**config.mk**
```make
export PLATFORM = sky130hd
export DESIGN_NAME = sine_period_meter
export DESIGN_NICKNAME = d
export VERILOG_FILES = /design/src/rtl/sine_period_meter.sv
export SDC_FILE = /design/constraint.sdc
export NUM_CORES = 1
export LEC_CHECK = 0
export ABC_AREA = 1
export BUFFER_PORTS_ARGS = -buffer_cell sky130_fd_sc_hd__buf_4
export CORE_ASPECT_RATIO = 1.1
export CORE_MARGIN = 1
export CORE_UTILIZATION = 40
export DETAILED_ROUTE_END_ITERATION = 6
export PLACE_DENSITY = 0.69
export SLEW_MARGIN = 25
export SYNTH_ARGS = -nofsm -noshare
export SYNTH_HDL_FRONTEND = slang
export SYNTH_SLANG_ARGS = --single-unit
```
**constraint.sdc**
```tcl
create_clock -name clk -period 7 [get_ports clk]
set_clock_uncertainty 0.05 [all_clocks]
set_input_delay 0.7 -clock clk [delete_from_list [all_inputs] [get_ports clk]]
set_output_delay 0.7 -clock clk [all_outputs]
set_load 0.01 [all_outputs]
```
**src/rtl/sine_period_meter.sv**
```systemverilog
// sine_period_meter
// Measures the period, in samples, of an 8-bit offset-binary tone. A rising
// mid-scale crossing is detected with a Schmitt level (thresholds MID+/-HYST).
// The period between consecutive crossings is reported on period_out with a
// one-cycle period_valid strobe. locked shows that consecutive periods agree
// within TOL. overflow is sticky and shows that a period exceeded 2^PW-1 samples.
// Optional build macro PERIOD_AVG_EN reports a sliding 4-period average
// instead of the raw period.
module sine_period_meter #(
  parameter int DATA_W = 8,
  parameter int PW     = 12,
  parameter int MID    = 128,
  parameter int HYST   = 8,
  parameter int TOL    = 1
) (
  input  logic              clk,
  input  logic              rst,
  input  logic              sample_valid,
  input  logic [DATA_W-1:0] sample,
  output logic [PW-1:0]     period_out,
  output logic              period_valid,
  output logic              locked,
  output logic              overflow
);

  localparam logic [DATA_W-1:0] TH_H    = DATA_W'(MID + HYST);
  localparam logic [DATA_W-1:0] TH_L    = DATA_W'(MID - HYST);
  localparam logic [PW-1:0]     CNT_MAX = {PW{1'b1}};
  localparam logic [PW:0]       TOL_W   = (PW+1)'(TOL);

  typedef enum logic [1:0] {SEARCH, ARM, FIRST, MEASURE} state_t;

  function automatic logic [PW-1:0] sat_inc(input logic [PW-1:0] v);
    return (v == CNT_MAX) ? v : v + PW'(1);
  endfunction

  function automatic logic [PW:0] abs_diff(input logic [PW-1:0] a, input logic [PW-1:0] b);
    logic signed [PW:0] d;
    d = $signed({1'b0, a}) - $signed({1'b0, b});
    return (d < 0) ? $unsigned(-d) : $unsigned(d);
  endfunction

  state_t        state, state_nxt;
  logic          hi, hi_lvl_p0, hi_nxt, edge_p0;
  logic [PW-1:0] cnt, cnt_nxt;
  logic [PW-1:0] prev_period, prev_nxt;
  logic          report_p0, lock_nxt, ovf_nxt;
  logic [PW-1:0] period_nxt;
  logic          pv_nxt;
  logic [PW-1:0] period_p1;
  logic          vld_p1;

  assign period_out   = period_p1;
  assign period_valid = vld_p1;

  // Stage p0: Schmitt level from the incoming sample and rising-edge detect
  always_comb begin
    hi_lvl_p0 = hi;
    if (sample >= TH_H)
      hi_lvl_p0 = 1'b1;
    else if (sample <= TH_L)
      hi_lvl_p0 = 1'b0;
    hi_nxt  = sample_valid ? hi_lvl_p0 : hi;
    edge_p0 = sample_valid & hi_lvl_p0 & ~hi;
  end

  // Stage p0: measurement FSM state register
  always_ff @(posedge clk or posedge rst) begin
    if (rst)
      state <= SEARCH;
    else
      state <= state_nxt;
  end

  // Stage p0: next state, counter and lock decisions; nothing moves without a valid sample
  always_comb begin
    state_nxt = state;
    cnt_nxt   = cnt;
    prev_nxt  = prev_period;
    report_p0 = 1'b0;
    lock_nxt  = locked;
    ovf_nxt   = overflow;
    if (sample_valid) begin
      case (state)
        SEARCH: begin
          // a capture that starts in the high half must see the low half first
          if (!hi_lvl_p0)
            state_nxt = ARM;
        end
        ARM: begin
          if (edge_p0) begin
            cnt_nxt   = PW'(1);
            state_nxt = FIRST;
          end
        end
        FIRST, MEASURE: begin
          if (edge_p0) begin
            report_p0 = 1'b1;
            prev_nxt  = cnt;
            cnt_nxt   = PW'(1);
            state_nxt = MEASURE;
            if (state == MEASURE)
              lock_nxt = (abs_diff(cnt, prev_period) <= TOL_W);
          end else if (cnt == CNT_MAX) begin
            ovf_nxt   = 1'b1;
            lock_nxt  = 1'b0;
            state_nxt = ARM;
          end else begin
            cnt_nxt = sat_inc(cnt);
          end
        end
        default: state_nxt = SEARCH;
      endcase
    end
  end

`ifdef PERIOD_AVG_EN
  logic [PW-1:0] hist [4];
  logic [PW+1:0] sum, sum_nxt;
  logic [2:0]    n_hist;
  logic          clr_hist_p0;

  // leaving FIRST/MEASURE for ARM only happens on overflow
  assign clr_hist_p0 = (state_nxt == ARM) && (state != ARM);

  // Stage p0: sliding sum over the last four periods and the averaged result
  always_comb begin
    sum_nxt    = sum + {2'b00, cnt} - {2'b00, hist[3]};
    period_nxt = sum_nxt[PW+1:2];
    pv_nxt     = report_p0 && (n_hist >= 3'd3);
  end

  // Stage p1: period history, cleared on overflow
  always_ff @(posedge clk or posedge rst) begin
    if (rst) begin
      hist   <= '{default: '0};
      sum    <= '0;
      n_hist <= '0;
    end else if (clr_hist_p0) begin
      hist   <= '{default: '0};
      sum    <= '0;
      n_hist <= '0;
    end else if (report_p0) begin
      hist[0] <= cnt;
      hist[1] <= hist[0];
      hist[2] <= hist[1];
      hist[3] <= hist[2];
      sum     <= sum_nxt;
      if (n_hist != 3'd4)
        n_hist <= n_hist + 3'd1;
    end
  end
`else
  // Stage p0: raw period straight from the counter
  always_comb begin
    period_nxt = cnt;
    pv_nxt     = report_p0;
  end
`endif

  // Stage p1: registered measurement state and outputs
  always_ff @(posedge clk or posedge rst) begin
    if (rst) begin
      hi          <= 1'b0;
      cnt         <= '0;
      prev_period <= '0;
      period_p1   <= '0;
      vld_p1      <= 1'b0;
      locked      <= 1'b0;
      overflow    <= 1'b0;
    end else begin
      hi          <= hi_nxt;
      cnt         <= cnt_nxt;
      prev_period <= prev_nxt;
      locked      <= lock_nxt;
      overflow    <= ovf_nxt;
      vld_p1      <= pv_nxt;
      if (pv_nxt)
        period_p1 <= period_nxt;
    end
  end

endmodule

```
==> flow_summary.json, run 1 <==
{
  "drt_iter0_drc": 126,
  "worst-path-max-fanout": 23,
  "dp_hpwl_mm": 5.270,
  "rsz0062_at_grt": "no",
  "fmax_mhz": 361.9,
  "grt_max_degree": 43,
  "ant_nets": 0,
  "cts_buffers": 5,
  "reg2regPathDepth": 16,
  "layout-drive-gt1-share_pct": 10.57,
  "seqCellArea_sq_mm": 0.001051,
  "n_antenna_cell": 0,
  "dpl_worst_slack_ps": 3894,
  "async_reset_ff_share_pct": 100.0,
  "required_ps": 7130,
  "grt_pass1_vias": 2551,
  "placeableCoreArea_sq_mm": 0.007047,
  "dr.pass1.iters": 5,
  "floorplan.initialDensity_pct": 41.69,
  "avgSynthCellArea_sq_um": 6.864,
  "area_growth_pct": 12.10,
  "finalCritPeriodShare_pct": 39.47,
  "die_y_um": 91.89,
  "die_area_sq_mm": 0.007692,
  "min-delay-start": "overflow",
  "die_x_um": 83.71,
  "vias_per_cell": 5.204,
  "drt-total-wl_mm": 6.775,
  "worst_pin_slew_ps": 812.0,
  "finish.instance_area_sq_mm": 0.003293,
  "crit_arrival_ps": 2890,
  "rows": 32,
  "wl_per_cell_um": 12.57,
  "p_leak_nw": 1.802,
  "fin_hold_ws_ps": 427.9,
  "synth_ff_type": "dfrtp_1",
  "worst_slack_ps": 4237,
  "final_nets": 479,
  "num_io_pins": 26,
  "synth_area_sq_mm": 0.002938,
  "setup_tns_ps": 0,
  "track_usage_pct": 18.28,
  "post_cts_buffers": 0,
  "synth_cells": 428,
  "max_cap_viol_count": 0,
  "r2r-end": "locked",
  "seq_area_frac_synth_pct": 35.78,
  "synth_edf_count": 0,
  "power_density_mw_per_mm2": 466.6,
  "synth_area_leaders": "dfrtp_1, nand2_1, inv_1",
  "synth_top_area_share_pct": 35.78,
  "startpoint_type": "input pin",
  "period_minus_slack_ps": 2763,
  "min_to": "overflow",
  "grt_pass1_wl_mm": 11.34,
  "ctsRootBufferMaster": "clkbuf_8",
  "status": "complete, no violations",
  "cts.path.max_buffers": 2,
  "yosysMostFrequentCell": "nand2_1",
  "place_area_sq_mm": 0.003198,
  "hold_class": "flip-flop to flip-flop",
  "synth_commonest_cells": "nand2_1, inv_1, dfrtp_1",
  "worst_setup_path_end_kind": "flip-flop",
  "ys_types": 33,
  "vias": 2805,
  "cts_num_sinks": 42,
  "hold-path-cell-count": 1,
  "nFillCells": 710,
  "cts_tree": "built",
  "relSlewSlack_pct": 45.81,
  "ctsResizeCount": 0,
  "rrSetupSlack_ps": 4310,
  "route.detailed.drc": 0,
  "clk-insertion-delay-late_ps": 300,
  "finalSetupViolations": 0,
  "cts.htree.levels": 2,
  "ys_ff_latch": 42,
  "r2r_start": "cnt[0]",
  "yosysWarningCount": 0,
  "finalMaxSlewViolations": 0,
  "finalHoldViolations": 0,
  "syn_nets": 454,
  "ir_drop_mv": 0.2847,
  "gp_congestion": 0.8418,
  "port_buffers": 25,
  "yosysTopAreaCell": "dfrtp_1",
  "grt-ovfl-total": 0,
  "antenna_found_initial": 0,
  "multiInputGateArea_sq_mm": 0.001613,
  "ctsHoldBuffers": 0,
  "fin_util_pct": 46.73,
  "clk_pin_slew_ps": 80,
  "setup.worst_path.class": "input pin to flip-flop"
}
-- report_power, final --
part | internal (W) | total, W | leakage [nW] | switching [W]
logic | 0.000366 | 0.00103 | 1.19 | 0.000663
clock network | 0.0000793 | 0.000163 | 0.0472 | 0.0000836
registers | 0.000297 | 0.000344 | 0.568 | 0.0000474
-- layer usage --
| metal | routed length [um] | global-route usage [%] |
|---|---|---|
| met1 | 3048 | 22.81 |
| met2 | 3414 | 31.98 |
| met3 | 229 | 2.970 |
| met4 | 82 | 6.215 |
| met5 | 0 | 0 |
-- metrics by stage --
step           power [W]  instances
4_1_cts         0.001536        539
3_5_place_dp    0.001368        531
3_3_place_gp    0.001342        531
6_report        0.001537        539
5_1_grt         0.001713        539
2_1_floorplan   0.001147        428
-- state kept, by name, summed over array words and instances (netlist names) --
| signal | cells |
|---|---|
| locked | 1 |
| overflow | 1 |
| hi | 1 |
| prev_period | 12 |
| state | 2 |
| period_out | 12 |
| period_valid | 1 |
| cnt | 12 |
-- worst max-delay path: stages --
cell and delay (ps):
buf_4 90, nand2_1 40, nor2_1 90, nand3b_1 100, a21oi_1 170, nand2_1 440
nand2_1 350, nor2_2 50, nor2_2 410, inv_2 200, a21oi_1 180, a21oi_1 50
-- layout make-up --
type / instances / area share, %
multi-input combinational: 316 / 48.97
sequential: 42 / 31.91
inverter: 62 / 7.067
timing repair buffer: 26 / 5.927
tap: 85 / 3.229
clock buffer: 6 / 2.508
clock inverter: 2 / 0.3799
-- how the worst max path moves through the flow --
stage	slack (ps)	endpoint	from	depth (start not counted)
finish	4240	cnt[4]	sample[4]	12
global route	3960	cnt[8]	sample[3]	12
CTS	4220	cnt[4]	sample[3]	12
detailed placement	3890	cnt[4]	sample[3]	12
global placement	3890	prev_period[5]	sample[4]	9
floorplan	4750	locked	cnt[0]	16
-- placed cells by master (no fill, tap or decap), types with 2 or more instances in the layout --
master / Yosys / final
a21oi_1: 15 / 15
buf_4: 1 / 26
clkbuf_8: 0 / 6
dfrtp_1: 42 / 42
ha_1: 14 / 14
inv_1: 57 / 57
inv_2: 5 / 5
nand2_1: 132 / 132
nand3_1: 34 / 34
nand3b_1: 7 / 7
nand4_1: 10 / 10
nor2_1: 32 / 31
nor2_2: 3 / 4
nor3_1: 3 / 3
nor3_2: 2 / 2
o211ai_1: 2 / 2
o21ai_0: 34 / 34
o21ai_1: 6 / 6
o21bai_1: 4 / 4
xor2_1: 7 / 7
-- cells by family (layout without fill, tap and decap cells) --
| logic type | count (synthesis) | in the layout | share of synthesized area, % |
|---|---|---|---|
| AND/OR/NAND/NOR | 228 | 228 | 33.90 |
| XOR/XNOR | 8 | 8 | 2.385 |
| adder cells (fa/ha/maj) | 15 | 15 | 6.644 |
| buffers and inverters | 70 | 96 | 9.412 |
| flip-flops | 42 | 42 | 35.78 |
| AO/OA/AOI/OAI | 65 | 65 | 11.88 |
Note: power is estimated with default switching activity, not from simulation.
==> run 2: changes to the inputs <==
==> constraint.sdc (replaced) <==
create_clock -name clk -period 2.6 [get_ports clk]
set_clock_uncertainty 0.05 [all_clocks]
set_input_delay 0.26 -clock clk [delete_from_list [all_inputs] [get_ports clk]]
set_output_delay 0.26 -clock clk [all_outputs]
set_load 0.01 [all_outputs]
==> run 2 against run 1 <==
Effect of this change: clock power grew to 3.2 times the previous value; combinational power grew to 2.8 times the previous value; power grew to 2.8 times the previous value; cell count rose by 1.7%; sequential share of layout area fell by 0.93 points; critical path type is now flip-flop to flip-flop.
==> flow_summary.json, run 2 (synthesis results as in run 1) <==
{
  "track_usage_pct": 19.28,
  "p_leak_nw": 1.863,
  "startpoint_type": "flip-flop",
  "worst_pin_slew_ps": 534.0,
  "cts.path.max_buffers": 2,
  "multiInputGateArea_sq_mm": 0.001633,
  "finalHoldViolations": 0,
  "nFillCells": 711,
  "ctsRootBufferMaster": "clkbuf_8",
  "grt-ovfl-total": 0,
  "num_io_pins": 26,
  "drt_iter0_drc": 155,
  "cts_tree": "built",
  "antenna_found_initial": 0,
  "dp_hpwl_mm": 5.380,
  "placeableCoreArea_sq_mm": 0.007047,
  "cts_num_sinks": 42,
  "clk-insertion-delay-late_ps": 300,
  "worst_setup_path_end_kind": "flip-flop",
  "cts_buffers": 5,
  "clk_pin_slew_ps": 90,
  "p_total_w": 0.004336,
  "worst-path-max-fanout": 3,
  "gp_congestion": 0.8721,
  "power_density_mw_per_mm2": 1277,
  "final_common_cell": "nand2_1",
  "finalSetupViolations": 0,
  "finalMaxSlewViolations": 0,
  "dp.cells": 538,
  "floorplan.initialDensity_pct": 41.69,
  "drt-total-wl_mm": 7.016,
  "finalCritPeriodShare_pct": 90.50,
  "layout_common_cells": "nand2_1, inv_1, dfrtp_1",
  "max_cap_viol_count": 0,
  "ctsHoldBuffers": 0,
  "n_antenna_cell": 0,
  "fmax_mhz": 425.0,
  "port_buffers": 25,
  "relSlewSlack_pct": 64.40,
  "area_growth_pct": 15.59,
  "seqCellArea_sq_mm": 0.001052,
  "vias_per_cell": 5.137,
  "die_x_um": 83.71,
  "route.detailed.drc": 0,
  "wl_per_cell_um": 12.80,
  "cts.htree.levels": 2,
  "crit_arrival_ps": 2550,
  "place_area_sq_mm": 0.003248,
  "required_ps": 2800,
  "rows": 32,
  "finish.instance_area_sq_mm": 0.003396,
  "status": "complete, no violations",
  "die_area_sq_mm": 0.007692,
  "ant_nets": 0,
  "vias": 2815,
  "die_y_um": 91.89,
  "final_nets": 488,
  "fin_util_pct": 48.19,
  "period_minus_slack_ps": 2353,
  "setup.worst_path.class": "flip-flop to flip-flop",
  "ir_drop_mv": 0.5463,
  "instances_no_fill": 548,
  "grt_pass1_wl_mm": 12.03,
  "layout-drive-gt1-share_pct": 13.61,
  "dr.pass1.iters": 4,
  "grt_pass1_vias": 2698,
  "fin_hold_ws_ps": 41.04,
  "grt_max_degree": 43,
  "hold_class": "input pin to asynchronous set/reset pin"
}
run 2: cell count changes in the layout (fill, tap and decap cells not counted), sizes merged:
cell / change
clkinv: +1
bufinv: +1
clkinvlp: -1
buf: +9
clkbuf: -1
run 2: worst max-delay path, stage by stage (launching register included):
cell	delay, ps
dfrtp_1	360
inv_1	70
ha_2	200
fa_1	510
ha_1	170
inv_1	70
nor2_2	120
nand3_2	110
nor2_2	110
nand2_1	70
nand3_1	80
nand2_1	60
nor2_1	80
nand2_1	60
nor2_1	80
nand3_1	80
nand2_1	60
run 2: repair_timing:
action | 4_1_cts | 5_1_grt
resized for setup | 0 | 7
setup buffers | 0 | 2
setup endpoints to repair | 0 | 1
run 2: power breakdown:
group          switching [W]  internal, W  leakage, nW
Combinational        0.00186      0.00104         1.24
Clock               0.000235     0.000283       0.0579
Sequential          0.000109     0.000799        0.567
run 2: cell type report:
cell class / instances / share of cell area (%)
repair buffers: 35 / 7.738
clock buffers: 5 / 2.027
inverters: 62 / 6.853
well taps: 85 / 3.132
multi-input cells: 316 / 48.08
clock inverters: 3 / 1.179
flip-flops and latches: 42 / 30.99
run 2: routing by layer:
layer / global-route usage, % / vias to the layer above / part of all wire [%]
met5: 0 / - / 0
met4: 7.345 / 0 / 2.1
met3: 1.890 / 12 / 2.3
met2: 33.60 / 47 / 49
met1: 24.66 / 1308 / 47
li1: - / 1448 / -
run 2: path summary, 6_finish.rpt:
kind	endpoint	slack (ps)	start	depth (start not counted)
worst max-delay path	locked	250	cnt[0]	16
worst min-delay path	cnt[10]	40	rst	3
worst max register to register	locked	250	cnt[0]	16
min in group clk	hi	120	sample_valid	2
worst min register to register	period_out[1]	450	period_out[1]	2
max in group asynchronous	cnt[1]	2070	rst	3
run 2: stage by stage:
| stage | setup WS (ps) | setup TNS (ps) |
|---|---|---|
| finish | 246.9 | 0 |
| global route | -13.98 | -13.98 |
| CTS | 117.8 | 0 |
| detailed placement | 144.5 | 0 |
| global placement | 240.3 | 0 |
| floorplan | 347.4 | 0 |
